`src/rtl/task_seq_pkg.sv`:
```
// rtl/task_seq_pkg.sv - shared state encoding and default parameters for the task start sequencer
package task_seq_pkg;

    typedef enum logic [0:0] {
        IDLE      = 1'b0,
        WAIT_DONE = 1'b1
    } state_t;

    localparam int DEF_ARG_W   = 8;
    localparam int DEF_DEPTH   = 4;
    localparam int DEF_TIMEOUT = 16;

endpackage

```
`src/rtl/task_req_fifo.sv`:
```
// rtl/task_req_fifo.sv - request FIFO with registered occupancy-based full/empty
module task_req_fifo #(
    parameter  int DEPTH = 4,
    parameter  int ARG_W = 8,
    localparam int PTR_W = $clog2(DEPTH),
    localparam int LVL_W = $clog2(DEPTH + 1)
) (
    input  logic             clk,
    input  logic             resetn,
    input  logic             push,
    input  logic             pop,
    input  logic [ARG_W-1:0] wdata,
    output logic [ARG_W-1:0] rdata,
    output logic             full,
    output logic             empty,
    output logic [LVL_W-1:0] level
);

    logic [ARG_W-1:0] mem_q [DEPTH];
    logic [PTR_W-1:0] wptr_q, wptr_d;
    logic [PTR_W-1:0] rptr_q, rptr_d;
    logic [LVL_W-1:0] level_q, level_d;
    logic             push_ok;
    logic             pop_ok;

    assign full    = (level_q == LVL_W'(DEPTH));
    assign empty   = (level_q == '0);
    assign level   = level_q;
    assign rdata   = mem_q[rptr_q];

    // Requests that hit a full or empty FIFO are dropped here, so callers may drive raw strobes.
    assign push_ok = push && !full;
    assign pop_ok  = pop && !empty;

    always_comb begin
        wptr_d  = wptr_q;
        rptr_d  = rptr_q;
        level_d = level_q;
        if (push_ok) begin
            wptr_d = wptr_q + 1'b1;
        end
        if (pop_ok) begin
            rptr_d = rptr_q + 1'b1;
        end
        case ({push_ok, pop_ok})
            2'b10:   level_d = level_q + 1'b1;
            2'b01:   level_d = level_q - 1'b1;
            default: level_d = level_q;
        endcase
    end

    always_ff @(posedge clk) begin
        if (!resetn) begin
            wptr_q  <= '0;
            rptr_q  <= '0;
            level_q <= '0;
        end else begin
            wptr_q  <= wptr_d;
            rptr_q  <= rptr_d;
            level_q <= level_d;
        end
    end

    always_ff @(posedge clk) begin
        if (push_ok) begin
            mem_q[wptr_q] <= wdata;
        end
    end

endmodule

```
`src/rtl/task_start_sequencer.sv`:
```
// rtl/task_start_sequencer.sv - issues queued task calls as Start toggles, one outstanding at a time
module task_start_sequencer
    import task_seq_pkg::*;
#(
    parameter  int ARG_W   = DEF_ARG_W,
    parameter  int DEPTH   = DEF_DEPTH,
    parameter  int TIMEOUT = DEF_TIMEOUT,
    localparam int LVL_W   = $clog2(DEPTH + 1),
    localparam int CNT_W   = $clog2(TIMEOUT)
) (
    input  logic             Clk,
    input  logic             Rst_n,
    input  logic             Req_valid,
    input  logic [ARG_W-1:0] Req_arg,
    output logic             Req_ready,
    output logic             Start,
    output logic [ARG_W-1:0] Arg,
    input  logic             Done,
    output logic             Busy,
    output logic             Err,
    output logic [LVL_W-1:0] Level
);

    state_t           state_q, state_d;
    logic [CNT_W-1:0] cnt_q, cnt_d;
    logic             start_q, start_d;
    logic [ARG_W-1:0] arg_q, arg_d;
    logic             err_q, err_d;

    logic             fifo_pop;
    logic [ARG_W-1:0] fifo_rdata;
    logic             fifo_full;
    logic             fifo_empty;
    logic [LVL_W-1:0] fifo_level;

    task_req_fifo #(
        .DEPTH (DEPTH),
        .ARG_W (ARG_W)
    ) u_fifo (
        .clk    (Clk),
        .resetn (Rst_n),
        .push   (Req_valid),
        .pop    (fifo_pop),
        .wdata  (Req_arg),
        .rdata  (fifo_rdata),
        .full   (fifo_full),
        .empty  (fifo_empty),
        .level  (fifo_level)
    );

    always_comb begin
        state_d  = state_q;
        cnt_d    = cnt_q;
        start_d  = start_q;
        arg_d    = arg_q;
        err_d    = 1'b0;
        fifo_pop = 1'b0;
        case (state_q)
            IDLE: begin
                if (!fifo_empty) begin
                    fifo_pop = 1'b1;
                    arg_d    = fifo_rdata;
                    start_d  = ~start_q;
                    cnt_d    = '0;
                    state_d  = WAIT_DONE;
                end
            end
            WAIT_DONE: begin
                // Done takes priority over an expiring timeout in the same cycle.
                if (Done) begin
                    state_d = IDLE;
                end else if (cnt_q == CNT_W'(TIMEOUT - 1)) begin
                    err_d   = 1'b1;
                    state_d = IDLE;
                end else begin
                    cnt_d = cnt_q + 1'b1;
                end
            end
            default: begin
                state_d = IDLE;
            end
        endcase
    end

    always_ff @(posedge Clk) begin
        if (!Rst_n) begin
            state_q <= IDLE;
            cnt_q   <= '0;
            start_q <= 1'b0;
            arg_q   <= '0;
            err_q   <= 1'b0;
        end else begin
            state_q <= state_d;
            cnt_q   <= cnt_d;
            start_q <= start_d;
            arg_q   <= arg_d;
            err_q   <= err_d;
        end
    end

    assign Req_ready = !fifo_full;
    assign Start     = start_q;
    assign Arg       = arg_q;
    assign Busy      = (state_q == WAIT_DONE);
    assign Err       = err_q;
    assign Level     = fifo_level;

endmodule

```
`config.mk`:
```
export PLATFORM = sky130hd
export DESIGN_NAME = task_start_sequencer
export DESIGN_NICKNAME = d
export VERILOG_FILES = /design/src/rtl/task_seq_pkg.sv /design/src/rtl/task_req_fifo.sv /design/src/rtl/task_start_sequencer.sv
export SDC_FILE = /design/constraint.sdc
export NUM_CORES = 1
export LEC_CHECK = 0
export CAP_MARGIN = 10
export CELL_PAD_IN_SITES_DETAIL_PLACEMENT = 0
export CELL_PAD_IN_SITES_GLOBAL_PLACEMENT = 1
export CORE_UTILIZATION = 41
export DETAILED_ROUTE_END_ITERATION = 8
export PLACE_DENSITY_LB_ADDON = 0.1
export SYNTH_ARGS = -nofsm -noshare
export SYNTH_HDL_FRONTEND = slang
export SYNTH_SLANG_ARGS = --single-unit
```
`constraint.sdc`:
```
create_clock -name Clk -period 4.1 [get_ports Clk]
set_input_delay 1.025 -clock Clk [delete_from_list [all_inputs] [get_ports Clk]]
set_output_delay 1.025 -clock Clk [all_outputs]
set_load 0.005 [all_outputs]
```
== Yosys cells after proc, flatten, opt, wreduce, memory -nomap -nowiden ==
Memory sizes are Yosys's and may differ from the RTL's. A register that Yosys moved wholly into a read port is not among the register bits.
Index checks and enable logic that the tools add are counted.
Word-level totals
  output and inout bits: 15
  bits in read-only memories: 0
  memories kept: 1
  logic and storage cells: 47
  input port bits: 12
  bits in latches: 0
  flip-flop bits (word level): 14
  memory bits (writable): 32
Cells by class
  magnitude comparators: 0
  $add $sub $neg: 5
  multipliers: 0
  reduce and logical (&&, ||, !) cells: 10
  equality and inequality tests: 7
  divide/modulo/power cells: 0
  muxes and demuxes: 13
  bitwise operators: 4
  shift operators: 0
Memory list
  u_fifo.mem_q: depth 4, width 8, rd ports 1, clocked after Yosys merged registers in 1, write ports 1, RTL line task_req_fifo.sv:19  | logic [ARG_W-1:0] mem_q [DEPTH];
Operators with widths (count)
  $mux W4: 3
  $pmux W4 S2: 1
  $mux W1: 7
  $ne A2 B2 Y1 const B: 3
  $pmux W3 S2: 1
  $add A2 B1 Y2 const B: 2
  $add A4 B1 Y4 const B: 1
  $eq A4 B4 Y1 const B: 1
  $not A1 Y1: 4
  $add A3 B1 Y3 const B: 1
  $eq A3 B3 Y1 const B: 1
  $logic_not A1 Y1: 3
  $logic_not A3 Y1: 1
  $reduce_and A3 Y1: 1
  $reduce_or A3 Y1: 1
  $sub A3 B1 Y3 const B: 1
  $eq A2 B1 Y1 const B: 1
  $eq A2 B2 Y1 const B: 1
  $logic_and A1 B1 Y1: 2
  $pmux W1 S2: 1
  $reduce_and A2 Y1: 1
  $reduce_bool A2 Y1: 1

== Logic depth before layout (Yosys ltp) ==
  depth in word-level cells: 6
  depth in mapped cells: 9

== Modules after synthesis ==
From an unflattened synthesis, not the netlist that was laid out.
Second synthesis, totals
  cell total of the unflattened synthesis: 167
  area, all modules: 2244.7 um^2
By module, submodules not included
  task_req_fifo: area each 1644.1 um^2, times used 1, cells each 96
  task_start_sequencer: area each 600.6 um^2, times used 1, cells each 71

== Worst setup path after synthesis ==
OpenSTA, ideal clock, no wires.
  kind: input to register
  start: in Req_valid
  end: reg u_fifo.level_q[2] (netlist: u_fifo.level[2])
  path slack: 1.540 ns
  stages: 8
  required time: 4.030 ns
  arrival time: 2.491 ns
  setup time: 0.070 ns
  path through: buf_1 nand2_1 ha_1 inv_1 fa_1 xor2_1 or3_2 a21oi_1
Between the ends
  longest elaborated chain between the ends: 3
  elaborated cells on any way between the ends: 5
  classes of those cells: eq/ne (2); mux (1); reduce/logical (2)
Ends and longest elaborated chain
  start, declared: RTL line task_start_sequencer.sv:13  | input logic Req_valid,
  $logic_and A1 B1 Y1 (*): RTL line task_req_fifo.sv:32  | assign push_ok = push && !full;
  $eq A2 B1 Y1 or $eq A2 B2 Y1 (tied branches): RTL line task_req_fifo.sv:45  | case ({push_ok, pop_ok})
  $pmux W3 S2 or $reduce_bool A2 Y1 (tied branches)
  end signal, assigned: RTL line task_req_fifo.sv:60  | level_q <= level_d;
  end, declared: RTL line task_req_fifo.sv:22  | logic [LVL_W-1:0] level_q, level_d;
Mark *: on every way between the ends. The rest lies on a longest branch, timed or not.
A chain may end at the register's enable or synchronous reset.

== Worst setup path in the final report ==
  start: reg u_fifo.level_q[2] (netlist: u_fifo.level[2])
  end: out Req_ready
Between the ends
  longest elaborated chain between the ends: 2
Ends and longest elaborated chain
  $eq A3 B3 Y1: RTL line task_req_fifo.sv:26  | assign full = (level_q == LVL_W'(DEPTH));
  $logic_not A1 Y1: RTL line task_start_sequencer.sv:101  | assign Req_ready = !fifo_full;
  end, declared: RTL line task_start_sequencer.sv:15  | output logic Req_ready,
Every way passes these cells.

==> flow_summary.json <==
{
  "setup_ws_ns": 1.29,
  "synthTopCellsByArea": "edfxtp_1, dfxtp_1, mux4_1",
  "ios": 27,
  "cp_num_buf_inv": 1,
  "max_stage_delay_ns": 0.53,
  "fp.dieH_um": 75.6,
  "drv_cap": 0,
  "hpwl_mm": 2.60,
  "clockRootBuffer": "clkbuf_8",
  "io_buffers": 26,
  "stdcell_count": 252,
  "area_delta_synth_final_pct": 17.5,
  "seq_area_frac_synth": 0.630,
  "leakagePower_nw": 0.886,
  "synth-compound-area-share": 0.0788,
  "synth-simple-area-share": 0.105,
  "vias": 1275,
  "rows": 26,
  "ys_types": 35,
  "clk_pin_slew_worst_paths_ns": 0.10,
  "rrSetupSlack_ns": 1.50,
  "cts_tree": "done",
  "hold_viol_final": 0,
  "vdd_drop_max_uv": 285,
  "cts_hold_buf": 0,
  "syn_nets": 175,
  "syn_area_um2": 2220,
  "crit_required_ns": 3.07,
  "antenna_found_initial": 0,
  "slowest_stage": "or3b_1",
  "fp.dieW_um": 75.6,
  "post_cts_resized": 0,
  "critPathArrivalTime_ns": 1.78,
  "fin_util": 0.505,
  "total_power_mw": 1.46,
  "postLayoutCellArea_um2": 2610,
  "p_int_mw": 1.02,
  "placed_area_um2": 2520,
  "clk_latency_ns": 0.30,
  "p_seq_frac": 0.515,
  "cts_buffers": 5,
  "hold_path_depth": 2,
  "hold_ws_ns": 0.466,
  "p_sw_frac": 0.300,
  "min-delay-start": "Arg[4]",
  "cp_max_fo": 10,
  "firstDrtPassIters": 4,
  "fmax_ghz": 0.356,
  "period_share": 0.685,
  "syn_inst": 156,
  "first_global_vias": 1231,
  "outcome": "complete, no violations",
  "drt_iter0_markers": 50,
  "dp_cells": 244,
  "grt_pass1_wl_mm": 6.14,
  "crit_chain": "or3b_1, clkdlybuf4s50_1",
  "syn_avg_cell_area_um2": 14.3,
  "wl_per_cell_um": 14.6,
  "grt_max_degree": 18,
  "cp-start-kind": "flop",
  "r2r-start": "u_fifo.level[2]",
  "worst_setup_path_end_kind": "primary output",
  "layout-drive-gt1-share": 0.0934,
  "tightest_slew_ns": 0.688,
  "layout.nets": 200,
  "postRouteWirelength_mm": 3.69,
  "synth-xor-area-share": 0.00788,
  "synth_mux_area_frac": 0.100,
  "htreeDepth": 2,
  "r2r_end": "u_fifo.level[2]",
  "core_area_um2": 5170,
  "combPwrFrac": 0.287,
  "synth_top_area_cell": "edfxtp_1",
  "hold_end": "Arg[4]",
  "detail_route.vias_per_cell": 5.06,
  "synth_adder_area_share": 0.0428,
  "cts.sinks": 54,
  "setup_tns_ns": 0,
  "hold_class": "reg -> reg",
  "track_usage": 0.152,
  "dieArea_um2": 5720,
  "yosys_warnings": 0,
  "min_period_ns": 2.81,
  "cts_buffer_depth": 2,
  "drc": 0,
  "routabilityCongestion": 0.738,
  "final_antenna_net_count": 0,
  "p_sw_mw": 0.438,
  "crit_family": "simple AND/OR/NAND/NOR gates",
  "start_util": 0.430,
  "slew_headroom": 0.540,
  "report.final.slew_viol_count": 0,
  "ys_seq_elements": 54,
  "p_clk_frac": 0.198,
  "r2r_cells": 8,
  "clock_skew_ns": 0.00713,
  "dpl_worst_slack_ns": 1.04,
  "finalSetupViolations": 0,
  "n_antenna_cell": 0,
  "synth_top_area_share": 0.432,
  "synth_top_family_by_area": "simple AND/OR/NAND/NOR gates",
  "power.density_nw_per_um2": 559,
  "grt-ovfl-total": 0,
  "path_class": "reg -> out",
  "rsz0062_at_grt": "false",
  "cts_setup_buffers": 0,
  "num-fill-cells": 452
}
==> worst max path at each step <==
| stage | startpoint | to | slack, ns | depth (start not counted) |
|---|---|---|---|---|
| 5_1_grt | u_fifo.level[2] | Req_ready | 1.20 | 2 |
| 2_1_floorplan | Req_valid | u_fifo.level[2] | 1.54 | 8 |
| 3_3_place_gp | Req_valid | u_fifo.level[2] | 1.09 | 8 |
| 6_report | u_fifo.level[2] | Req_ready | 1.29 | 2 |
| 4_1_cts | u_fifo.level[2] | Req_ready | 1.29 | 2 |
| 3_5_place_dp | Req_valid | u_fifo.level[2] | 1.04 | 8 |
==> cell type report <==
cell class / instances / area, µm² / share of cell area
Clock buffer: 5 / 68.8 / 0.0263
Clock inverter: 3 / 20.0 / 0.00766
Inverter: 8 / 30.0 / 0.0115
Multi-Input combinational cell: 86 / 744 / 0.285
Sequential cell: 54 / 1400 / 0.536
Tap cell: 70 / 87.6 / 0.0335
Timing Repair Buffer: 26 / 260 / 0.0996
==> per-layer routing <==
layer | vias up | part of all wire | track usage
li1 | 637 | - | -
met1 | 607 | 0.47 | 0.203
met2 | 26 | 0.48 | 0.237
met3 | 5 | 0.032 | 0.0463
met4 | 0 | 0.011 | 0.0556
met5 | - | 0 | 0
==> cells in the final DEF (no fill, tap or decap), types with 3 or more instances in the layout <==
cell type        Yosys  routed
o2bb2ai_1            8       8
nand3_1              5       5
dfxtp_1             22      22
nand2_1             14      14
and3_2               4       4
inv_1                8       8
edfxtp_1            32      32
a21oi_1              7       7
clkdlybuf4s50_1      0      26
o22ai_1              3       3
o21ai_0              4       4
mux4_1               6       6
clkbuf_8             0       5
nor2_1               5       5
ha_1                 6       6
==> Yosys cell counts <==
cell,count
o2bb2ai_1,8
o21ai_0,4
nand2_1,14
o22ai_1,3
and3_1,1
nor3b_1,1
nor2_1,5
or3_1,2
buf_1,1
mux2i_1,2
a21oi_2,1
nand2b_1,1
a21oi_1,7
or4_1,2
buf_6,2
buf_2,1
inv_1,8
mux4_1,6
mux4_2,2
and2_1,1
or3b_1,1
or3_2,1
nand3_1,5
nor3_1,1
dfxtp_1,22
a21o_1,2
clkbuf_1,3
ha_1,6
nor3_4,2
o31ai_1,1
xor2_1,2
and3_2,4
clkbuf_2,1
edfxtp_1,32
fa_1,1
==> registers in the layout, summed over array words and instances (netlist names) <==
register       cells
u_fifo.mem_q      32
Arg                8
cnt_q              4
u_fifo.level       3
u_fifo.rptr_q      2
u_fifo.wptr_q      2
Busy               1
Err                1
Start              1
==> kinds of logic (layout without fill, tap and decap cells) <==
kind of cell	count (synthesis)	count (layout)
buffers and inverters	16	42
xor gates and xnor gates	2	2
muxes	10	10
DFF	54	54
AOI/OAI and AO/OA	26	26
and+or+nand+nor	41	41
adders and majority gates	7	7
==> worst min-delay path, stage by stage (launching register included) <==
cell	delay (ns)
dfxtp_1	0.32
nand2_1	0.05
o2bb2ai_1	0.06
==> power groups by stage <==
stage | logic [mW] | clock network [mW] | registers [mW]
after CTS | 0.425 | 0.302 | 0.756
after global placement | 0.413 | 0 | 0.763
after detailed placement | 0.423 | 0 | 0.769
final | 0.419 | 0.289 | 0.752
after floorplan | 0.279 | 0 | 0.731
after global routing | 0.468 | 0.327 | 0.770
Note: power is estimated with default switching activity, not from simulation.
